$ cat src/rtl/cache_controller.sv
// Sequencer between a CPU load/store port, a direct-mapped cache datapath and a line-wide memory port.
// Define CACHE_CTRL_STATS_EN to add saturating hit/miss/flush counter outputs.
module cache_controller #(
  parameter int BLOCK_SIZE             = 32,
  parameter int NUM_OF_BLOCKS_PER_LINE = 4,
  parameter int NUM_OF_CACHE_LINES     = 4,
  parameter int ADDRESS_SIZE           = 32,
  parameter int CACHE_LATENCY          = 2
) (
  input  logic                                     clk_i,
  input  logic                                     rst_i,
  input  logic                                     req_valid_i,
  output logic                                     req_ready_o,
  input  logic                                     req_we_i,
  input  logic [ADDRESS_SIZE-1:0]                  req_addr_i,
  input  logic [BLOCK_SIZE-1:0]                    req_wdata_i,
  output logic                                     resp_valid_o,
  output logic [BLOCK_SIZE-1:0]                    resp_rdata_o,
  output logic                                     resp_err_o,
  output logic                                     cache_rst_n_o,
  output logic                                     cache_read_o,
  output logic                                     cache_write_o,
  output logic                                     cache_read_line_o,
  output logic                                     cache_write_line_o,
  output logic [ADDRESS_SIZE-1:0]                  cache_addr_o,
  output logic [BLOCK_SIZE-1:0]                    cache_data_o,
  output logic [NUM_OF_BLOCKS_PER_LINE*BLOCK_SIZE-1:0] cache_line_o,
  input  logic [BLOCK_SIZE-1:0]                    cache_data_i,
  input  logic [NUM_OF_BLOCKS_PER_LINE*BLOCK_SIZE-1:0] cache_line_i,
  input  logic [ADDRESS_SIZE-1:0]                  cache_addr_i,
  input  logic                                     cache_hit_i,
  input  logic                                     cache_read_flush_i,
  input  logic                                     cache_read_fetch_i,
  input  logic                                     cache_write_flush_i,
  input  logic                                     cache_write_fetch_i,
  output logic                                     mem_req_o,
  output logic                                     mem_we_o,
  output logic [ADDRESS_SIZE-1:0]                  mem_addr_o,
  output logic [NUM_OF_BLOCKS_PER_LINE*BLOCK_SIZE-1:0] mem_wline_o,
  input  logic [NUM_OF_BLOCKS_PER_LINE*BLOCK_SIZE-1:0] mem_rline_i,
`ifdef CACHE_CTRL_STATS_EN
  output logic [31:0]                              hit_count_o,
  output logic [31:0]                              miss_count_o,
  output logic [31:0]                              flush_count_o,
`endif
  input  logic                                     mem_ack_i
);

  localparam int LINE_W   = NUM_OF_BLOCKS_PER_LINE * BLOCK_SIZE;
  localparam int OFFSET_W = $clog2(NUM_OF_BLOCKS_PER_LINE);
  localparam int CNT_W    = $clog2(CACHE_LATENCY + 2);
  localparam logic [CNT_W-1:0] LAT_LAST  = CNT_W'(CACHE_LATENCY - 1);
  localparam logic [CNT_W-1:0] INIT_LAST = CNT_W'(1);
  localparam logic [ADDRESS_SIZE-1:0] LINE_MASK =
    ~(ADDRESS_SIZE'((64'd1 << OFFSET_W) - 64'd1));

  if (NUM_OF_CACHE_LINES < 1 || CACHE_LATENCY < 1) begin : g_bad_params
    $fatal(1, "cache_controller: NUM_OF_CACHE_LINES and CACHE_LATENCY must be at least 1");
  end

  typedef enum logic [3:0] {
    ST_INIT, ST_IDLE, ST_LOOKUP, ST_WAIT_LK, ST_RD_LINE, ST_WAIT_RL,
    ST_MEM_WR, ST_MEM_RD, ST_WR_LINE, ST_WAIT_WL, ST_RESP
  } state_t;

  state_t                    state;
  logic [CNT_W-1:0]          wait_cnt;
  logic                      lat_we;
  logic [ADDRESS_SIZE-1:0]   lat_addr;
  logic [BLOCK_SIZE-1:0]     lat_wdata;
  logic                      retry;
  logic [ADDRESS_SIZE-1:0]   victim_addr;
  logic [LINE_W-1:0]         victim_line;

  logic any_flush;
  logic any_fetch;
  assign any_flush = cache_read_flush_i | cache_write_flush_i;
  assign any_fetch = cache_read_fetch_i | cache_write_fetch_i;

  // Every output is registered; command pulses are raised on entry to their state and self-clear.
  always_ff @(posedge clk_i) begin
    if (rst_i) begin
      state              <= ST_INIT;
      wait_cnt           <= '0;
      lat_we             <= 1'b0;
      lat_addr           <= '0;
      lat_wdata          <= '0;
      retry              <= 1'b0;
      victim_addr        <= '0;
      victim_line        <= '0;
      req_ready_o        <= 1'b0;
      resp_valid_o       <= 1'b0;
      resp_rdata_o       <= '0;
      resp_err_o         <= 1'b0;
      cache_rst_n_o      <= 1'b0;
      cache_read_o       <= 1'b0;
      cache_write_o      <= 1'b0;
      cache_read_line_o  <= 1'b0;
      cache_write_line_o <= 1'b0;
      cache_addr_o       <= '0;
      cache_data_o       <= '0;
      cache_line_o       <= '0;
      mem_req_o          <= 1'b0;
      mem_we_o           <= 1'b0;
      mem_addr_o         <= '0;
      mem_wline_o        <= '0;
`ifdef CACHE_CTRL_STATS_EN
      hit_count_o        <= '0;
      miss_count_o       <= '0;
      flush_count_o      <= '0;
`endif
    end else begin
      cache_read_o       <= 1'b0;
      cache_write_o      <= 1'b0;
      cache_read_line_o  <= 1'b0;
      cache_write_line_o <= 1'b0;
      resp_valid_o       <= 1'b0;
      resp_err_o         <= 1'b0;

      case (state)
        ST_INIT: begin
          if (wait_cnt == INIT_LAST) begin
            wait_cnt      <= '0;
            cache_rst_n_o <= 1'b1;
            req_ready_o   <= 1'b1;
            state         <= ST_IDLE;
          end else begin
            wait_cnt <= wait_cnt + CNT_W'(1);
          end
        end

        ST_IDLE: begin
          if (req_valid_i && req_ready_o) begin
            req_ready_o   <= 1'b0;
            lat_we        <= req_we_i;
            lat_addr      <= req_addr_i;
            lat_wdata     <= req_wdata_i;
            retry         <= 1'b0;
            cache_read_o  <= ~req_we_i;
            cache_write_o <= req_we_i;
            cache_addr_o  <= req_addr_i;
            cache_data_o  <= req_wdata_i;
            state         <= ST_LOOKUP;
          end
        end

        ST_LOOKUP: begin
          wait_cnt <= '0;
          state    <= ST_WAIT_LK;
        end

        // Flags are only meaningful in the last latency cycle; hit wins over flush, flush over fetch.
        ST_WAIT_LK: begin
          if (wait_cnt == LAT_LAST) begin
            wait_cnt <= '0;
`ifdef CACHE_CTRL_STATS_EN
            if (!retry) begin
              if (cache_hit_i) begin
                if (hit_count_o != '1) hit_count_o <= hit_count_o + 32'd1;
              end else begin
                if (miss_count_o != '1) miss_count_o <= miss_count_o + 32'd1;
              end
            end
`endif
            if (cache_hit_i) begin
              resp_valid_o <= 1'b1;
              if (!lat_we) resp_rdata_o <= cache_data_i;
              state <= ST_RESP;
            end else if (!retry && any_flush) begin
              cache_read_line_o <= 1'b1;
              cache_addr_o      <= lat_addr;
              state             <= ST_RD_LINE;
            end else if (!retry && any_fetch) begin
              state <= ST_MEM_RD;
            end else begin
              resp_valid_o <= 1'b1;
              resp_err_o   <= 1'b1;
              state        <= ST_RESP;
            end
          end else begin
            wait_cnt <= wait_cnt + CNT_W'(1);
          end
        end

        ST_RD_LINE: begin
          wait_cnt <= '0;
          state    <= ST_WAIT_RL;
        end

        ST_WAIT_RL: begin
          if (wait_cnt == LAT_LAST) begin
            wait_cnt    <= '0;
            victim_line <= cache_line_i;
            victim_addr <= cache_addr_i & LINE_MASK;
            state       <= ST_MEM_WR;
          end else begin
            wait_cnt <= wait_cnt + CNT_W'(1);
          end
        end

        // Memory states raise the request one cycle after entry and hold it untouched until ack.
        ST_MEM_WR: begin
          if (!mem_req_o) begin
            mem_req_o   <= 1'b1;
            mem_we_o    <= 1'b1;
            mem_addr_o  <= victim_addr;
            mem_wline_o <= victim_line;
          end else if (mem_ack_i) begin
            mem_req_o <= 1'b0;
            state     <= ST_MEM_RD;
`ifdef CACHE_CTRL_STATS_EN
            if (flush_count_o != '1) flush_count_o <= flush_count_o + 32'd1;
`endif
          end
        end

        ST_MEM_RD: begin
          if (!mem_req_o) begin
            mem_req_o  <= 1'b1;
            mem_we_o   <= 1'b0;
            mem_addr_o <= lat_addr & LINE_MASK;
          end else if (mem_ack_i) begin
            mem_req_o          <= 1'b0;
            cache_write_line_o <= 1'b1;
            cache_line_o       <= mem_rline_i;
            cache_addr_o       <= lat_addr;
            state              <= ST_WR_LINE;
          end
        end

        ST_WR_LINE: begin
          wait_cnt <= '0;
          state    <= ST_WAIT_WL;
        end

        ST_WAIT_WL: begin
          if (wait_cnt == LAT_LAST) begin
            wait_cnt      <= '0;
            retry         <= 1'b1;
            cache_read_o  <= ~lat_we;
            cache_write_o <= lat_we;
            cache_addr_o  <= lat_addr;
            cache_data_o  <= lat_wdata;
            state         <= ST_LOOKUP;
          end else begin
            wait_cnt <= wait_cnt + CNT_W'(1);
          end
        end

        ST_RESP: begin
          req_ready_o <= 1'b1;
          state       <= ST_IDLE;
        end

        default: state <= ST_INIT;
      endcase
    end
  end

endmodule

$ cat config.mk
export PLATFORM = sky130hd
export DESIGN_NAME = cache_controller
export DESIGN_NICKNAME = d
export VERILOG_FILES = /design/src/rtl/cache_controller.sv
export SDC_FILE = /design/constraint.sdc
export NUM_CORES = 1
export LEC_CHECK = 0
export ABC_AREA = 1
export BUFFER_PORTS_ARGS = -buffer_cell sky130_fd_sc_hd__buf_2
export CORE_AREA = 2 2 309 311
export CTS_CLUSTER_SIZE = 10
export DETAILED_ROUTE_END_ITERATION = 10
export DIE_AREA = 0 0 311 313
export PLACE_DENSITY = 0.48
export SLEW_MARGIN = 20
export SYNTH_ARGS = -nofsm -noshare
export SYNTH_HDL_FRONTEND = slang
export SYNTH_SLANG_ARGS = --single-unit
$ cat constraint.sdc
create_clock -name clk_i -period 1.65 [get_ports clk_i]
set_clock_uncertainty 0.1 [all_clocks]
set_input_delay 0.0825 -clock clk_i [delete_from_list [all_inputs] [get_ports clk_i]]
set_output_delay 0.0825 -clock clk_i [all_outputs]
set_load 0.005 [all_outputs]
# Word-level counts from Yosys, hierarchy flattened
# Cells that the tools add are included.
dict set report op_classes {
  n_addsub 1
  eq_ne 24
  n_mux 49
  bitwise_logic 8
  n_reduce_logical 27
}
# operator count
set ops {}
lappend ops {{two-way mux 32 bit} 11}
lappend ops {{case mux 32 bit (2 select lines)} 2}
lappend ops {{case mux 32 bit (4 select lines)} 1}
lappend ops {{two-way mux 4 bit} 12}
lappend ops {{case mux 4 bit (11 select lines)} 1}
lappend ops {{inequality test 2 bit, second input constant} 13}
lappend ops {{== test 4 x 3 -> 1 bit, second input constant} 4}
lappend ops {{two-way mux 1 bit} 15}
lappend ops {{== test 4 bit, second input constant} 3}
lappend ops {{AND reduction 3 bit} 4}
lappend ops {{AND reduction 9 bit} 1}
lappend ops {{OR reduction 3 bit} 3}
lappend ops {{== test 4 x 2 -> 1 bit, second input constant} 2}
lappend ops {{case mux 1 bit (2 select lines)} 4}
lappend ops {{AND reduction 2 bit} 4}
lappend ops {{AND reduction 8 bit} 1}
lappend ops {{OR reduction 4 bit} 2}
lappend ops {{inverter 1 bit} 6}
lappend ops {{nonzero test 2 bit} 3}
lappend ops {{== test 4 x 1 -> 1 bit, second input constant} 1}
lappend ops {{logical NOT 4 bit} 1}
lappend ops {{case mux 2 bit (2 select lines)} 1}
lappend ops {{AND reduction 4 bit} 1}
lappend ops {{nonzero test 4 bit} 1}
lappend ops {{other kinds (9)} 12}
dict set report word_totals {
  ff_bits 624
  in_bits 394
  out_inout_bits 394
  word_cells 133
}

# Longest topological paths before layout
dict set report depth {
  depth_word 7
  ltp_mapped 11
  depth_no_buf 10
}

# Worst setup path after synthesis
# Ideal clock, no wire load.
dict set report synth_path {
  path_type {register to register}
  start {reg state[2]}
  end {reg victim_line[125]}
  setup_time_ps 128
  t_arrival_ps 1387
  t_required_ps 1422
  setup_slack_ps 34
  path_stages_with_launch 8
  path_buffers 2
  period_less_slack_ps 1616
  path_cell_list {dfxtp_1 > inv_2 > nor2_2 > nand3_2 > buf_2 > clkbuf_1 > o21ai_0 > a21oi_1}
}
dict set report synth_via {
  elab_chain_len 2
}
# item line
set synth_rtl {}
lappend synth_rtl {{from (decl)} 66} ;# state_t state;
lappend synth_rtl {{from (signal assigned)} 83} ;# state <= ST_INIT;
lappend synth_rtl {{from (signal assigned)} 126} ;# state <= ST_IDLE;
lappend synth_rtl {{from (signal assigned)} 143} ;# state <= ST_LOOKUP;
lappend synth_rtl {{== test 4 x 3 -> 1 bit} 120} ;# case (state)
lappend synth_rtl {{AND reduction 2 bit (no line)} n/a}
lappend synth_rtl {{to (signal assigned)} 193} ;# victim_line <= cache_line_i;
lappend synth_rtl {{to (decl)} 73} ;# logic [LINE_W-1:0] victim_line;
# Every way passes these cells.
# A chain may end at the register's enable or synchronous reset.

# Worst setup path in the final report
dict set report layout_path {
  start {reg state[0]}
  end {reg cache_addr_o[31]}
}
dict set report layout_via {
  elab_chain_len 3
}
# item line
set layout_rtl {}
lappend layout_rtl {{== test 4 bit, or another cell as far along} 120}
lappend layout_rtl {{nonzero test 4 bit (no line) or inequality test 2 bit (tied branches)} n/a}
lappend layout_rtl {{AND reduction 8 bit (no line)} n/a}
lappend layout_rtl {{to (signal assigned)} 141} ;# cache_addr_o <= req_addr_i;
lappend layout_rtl {{to (signal assigned)} 171} ;# cache_addr_o <= lat_addr;
lappend layout_rtl {{to (signal assigned)} 226} ;# cache_addr_o <= lat_addr;
lappend layout_rtl {{to (decl)} 25} ;# output logic [ADDRESS_SIZE-1:0] cache_addr_o,
# Several ways; a longest one is shown, not always the timed one.

==> results.sh <==
export IMPL_seq_area_frac_synth_pct=53.45
export IMPL_ant_nets=0
export IMPL_clock_path_buffers=3
export IMPL_synth_top_cell_by_area="dfxtp_1"
export IMPL_insertion_delay_ps=640
export IMPL_start_util_pct=24.74
export IMPL_synth_seq_cells=622
export IMPL_drt_iter0_markers=1527
export IMPL_hold_class="in2reg"
export IMPL_report_final_setup_viol=240
export IMPL_portBuffers=783
export IMPL_fin_ws_ps=-83.79
export IMPL_syn_avg_cell_area_um2=7.643
export IMPL_max_slew_margin_pct=39.67
export IMPL_cap_violations=0
export IMPL_dieArea_um2=97340
export IMPL_fp_coreArea_um2=94160
export IMPL_ir_drop_mv=0.6378
export IMPL_syn_to_final_growth_pct=64.23
export IMPL_cts_htree_levels=3
export IMPL_multi_input_area_um2=9731
export IMPL_period_share_pct=105.1
export IMPL_fmax_mhz=576.8
export IMPL_synth_area_leaders="dfxtp_1, a21oi_1, nand3_1"
export IMPL_ios=788
export IMPL_worst_slew_pin_slew_ps=905.0
export IMPL_synth_cell_types=24
export IMPL_netlist_instances=3048
export IMPL_dp_hpwl_um=69210
export IMPL_drtPass1Iterations=7
export IMPL_root_buffer="clkbuf_16"
export IMPL_grt_max_degree=143
export IMPL_place_area_um2=29580
export IMPL_layout_drive_gt1_share_pct=30.25
export IMPL_grt_overflow_total=0
export IMPL_cp_start_kind="register"
export IMPL_wl_per_cell_um=18.92
export IMPL_p_leak_uw=0.01592
export IMPL_nets=4660
export IMPL_p_per_area_nw_per_um2=1023
export IMPL_die_w_um=311
export IMPL_grt_pass1_wl_um=150900
export IMPL_vias=25300
export IMPL_path_clk_slew_ps=60
export IMPL_chipHeight_um=313
export IMPL_worstPathArrival_ps=2180
export IMPL_maxSlewViolCount=0
export IMPL_fin_total_pwr_uw=39130
export IMPL_placementRows=113
export IMPL_clock_sinks=622
export IMPL_stdcell_count=5579
export IMPL_syn_cell_area_um2=23290
export IMPL_fillers=9697
export IMPL_cts_buffers=78
export IMPL_crit_path_end_kind="register"
export IMPL_seq_area_um2=12470
export IMPL_critPathRequiredTime_ps=2100
export IMPL_rsz0062_at_grt="true"
export IMPL_finalHoldViolations=0
export IMPL_status="finished, violations left"
export IMPL_wl_um=105600
export IMPL_yosysTopAreaCellShare_pct=53.45
export IMPL_crit_fanout=6
export IMPL_post_route_util_pct=40.63
export IMPL_finalWorstPathRequiredPeriod_ps=1734
export IMPL_worst_setup_path_type="reg2reg"
export IMPL_cts_tree="done"
export IMPL_gp_congestion=0.8372
export IMPL_antenna_found_initial=10
export IMPL_drc=0
export IMPL_grt_pass1_vias=24060
export IMPL_viasPerCell=4.535
export IMPL_stdcell_area_um2=38260
export IMPL_place_inst=5001
export IMPL_grtUsageTotal_pct=20.08
export IMPL_yosysWarnings=0
export IMPL_violations="setup timing"
==> Yosys cell counts (all sizes together) <==
library cell,n
clkinv,1
nand3,332
conb,1
o21ai,326
o211ai,1
nand2,432
nor2,218
dfxtp,622
nand3b,2
buf,72
inv,242
a21oi,551
a22oi,1
clkbuf,184
nor3,61
nand4,2
==> per-layer routing <==
metal / share of wire (%) / GRT usage (%) / vias to the layer above
met1: 42 / 24.10 / 11800
met4: 4.4 / 9.321 / 8
li1: - / - / 12550
met3: 5.4 / 4.096 / 206
met5: 0.048 / 0 / -
met2: 49 / 34.47 / 743
==> worst paths after layout <==
path                                                from                            end  slack (ps)  cells after the start
worst max-delay path               state[0]$_SDFFE_PP0P_  cache_addr_o[31]$_SDFFE_PP0P_         -80                     11
worst min-delay path                           mem_ack_i  cache_line_o[33]$_SDFFE_PP0P_          60                      6
worst max register to register     state[0]$_SDFFE_PP0P_  cache_addr_o[31]$_SDFFE_PP0P_         -80                     11
worst min register to register  wait_cnt[1]$_SDFFE_PP0P_       wait_cnt[1]$_SDFFE_PP0P_         340                      2
==> layout by cell type, fill, tap and decap left out, types with 5 or more instances in the layout <==
cell type        n
buf_16          20
nor2_2           8
nand3_1        326
nor2_1         199
clkinv_2         7
nand2_2         29
inv_4            5
buf_6           31
inv_1          230
o21ai_0        149
clkbuf_16      101
clkbuf_8         7
buf_12          47
diode_2          6
o21ai_2         80
nand2_1        386
buf_2          782
a21oi_1        536
a21oi_2         14
nor3_1          49
o21ai_1         94
buf_4           83
dfxtp_1        617
buf_8           14
nand2_8          7
nand2_4         11
clkbuf_1        21
nor3_2          11
nor2_4          11
dlygate4sd3_1  390
==> stage by stage <==
step / hold slack [ps] / setup TNS (ps) / worst slack, ps
floorplan: 127.1 / 0 / 34.31
global placement: 234.2 / -50430 / -272.3
detailed placement: 239.6 / -52530 / -263.6
CTS: 7.595 / -4086 / -75.70
global route: 72.97 / -41470 / -163.7
finish: 64.84 / -5629 / -83.79
==> state kept, by name, indices dropped and copies added (netlist names), 30 cells and up <==
register and flops:
cache_line_o 128, mem_wline_o 128, victim_line 128, cache_addr_o 32, cache_data_o 32, lat_addr 32, lat_wdata 32, resp_rdata_o 32
mem_addr_o 30, victim_addr 30
==> layout make-up <==
type | instances | area share, %
antenna | 6 | 0.03925
clock buffer | 108 | 5.691
clock inverter | 14 | 0.4906
inverter | 243 | 2.479
multi-input combinational | 1929 | 25.43
sequential | 622 | 32.59
tap | 1265 | 4.137
timing repair buffer | 1392 | 29.14
==> repair_timing <==
action / in CTS / in global routing
cloned: 15 / 24
resized for setup: 208 / 269
setup endpoints to repair: 560 / 575
buffers inserted: 12 / 11
endpoints found under the hold margin: 587 / 0
hold buffers: 391 / 0
pin swaps: 9 / 34
==> report_power, final <==
group	internal, uW	switching, uW	leakage (uW)
logic	3330	3620	0.00975
registers	15500	300	0.00502
clock network	9490	6860	0.00116
total	28400	10800	0.0159
==> worst max-delay path: stages (launching register included) <==
cell and delay, ps:
dfxtp_4 390, buf_12 120, nand2_8 60, nor2_4 170, nand2_2 90, nand2_2 90, nor2_4 40, buf_6 120
nand2_8 120, clkbuf_16 170, nand2_1 50, a21oi_1 110
==> cells by family (layout without fill, tap and decap cells) <==
group | after synthesis | count (layout) | synth area share, %
other cells | 1 | 8 | 0.01610
flops | 622 | 622 | 53.45
compound gates | 879 | 879 | 18.91
simple gates | 1047 | 1048 | 19.14
buf+inv | 499 | 1757 | 8.481
No activity file was read; power rests on OpenSTA's default activity.
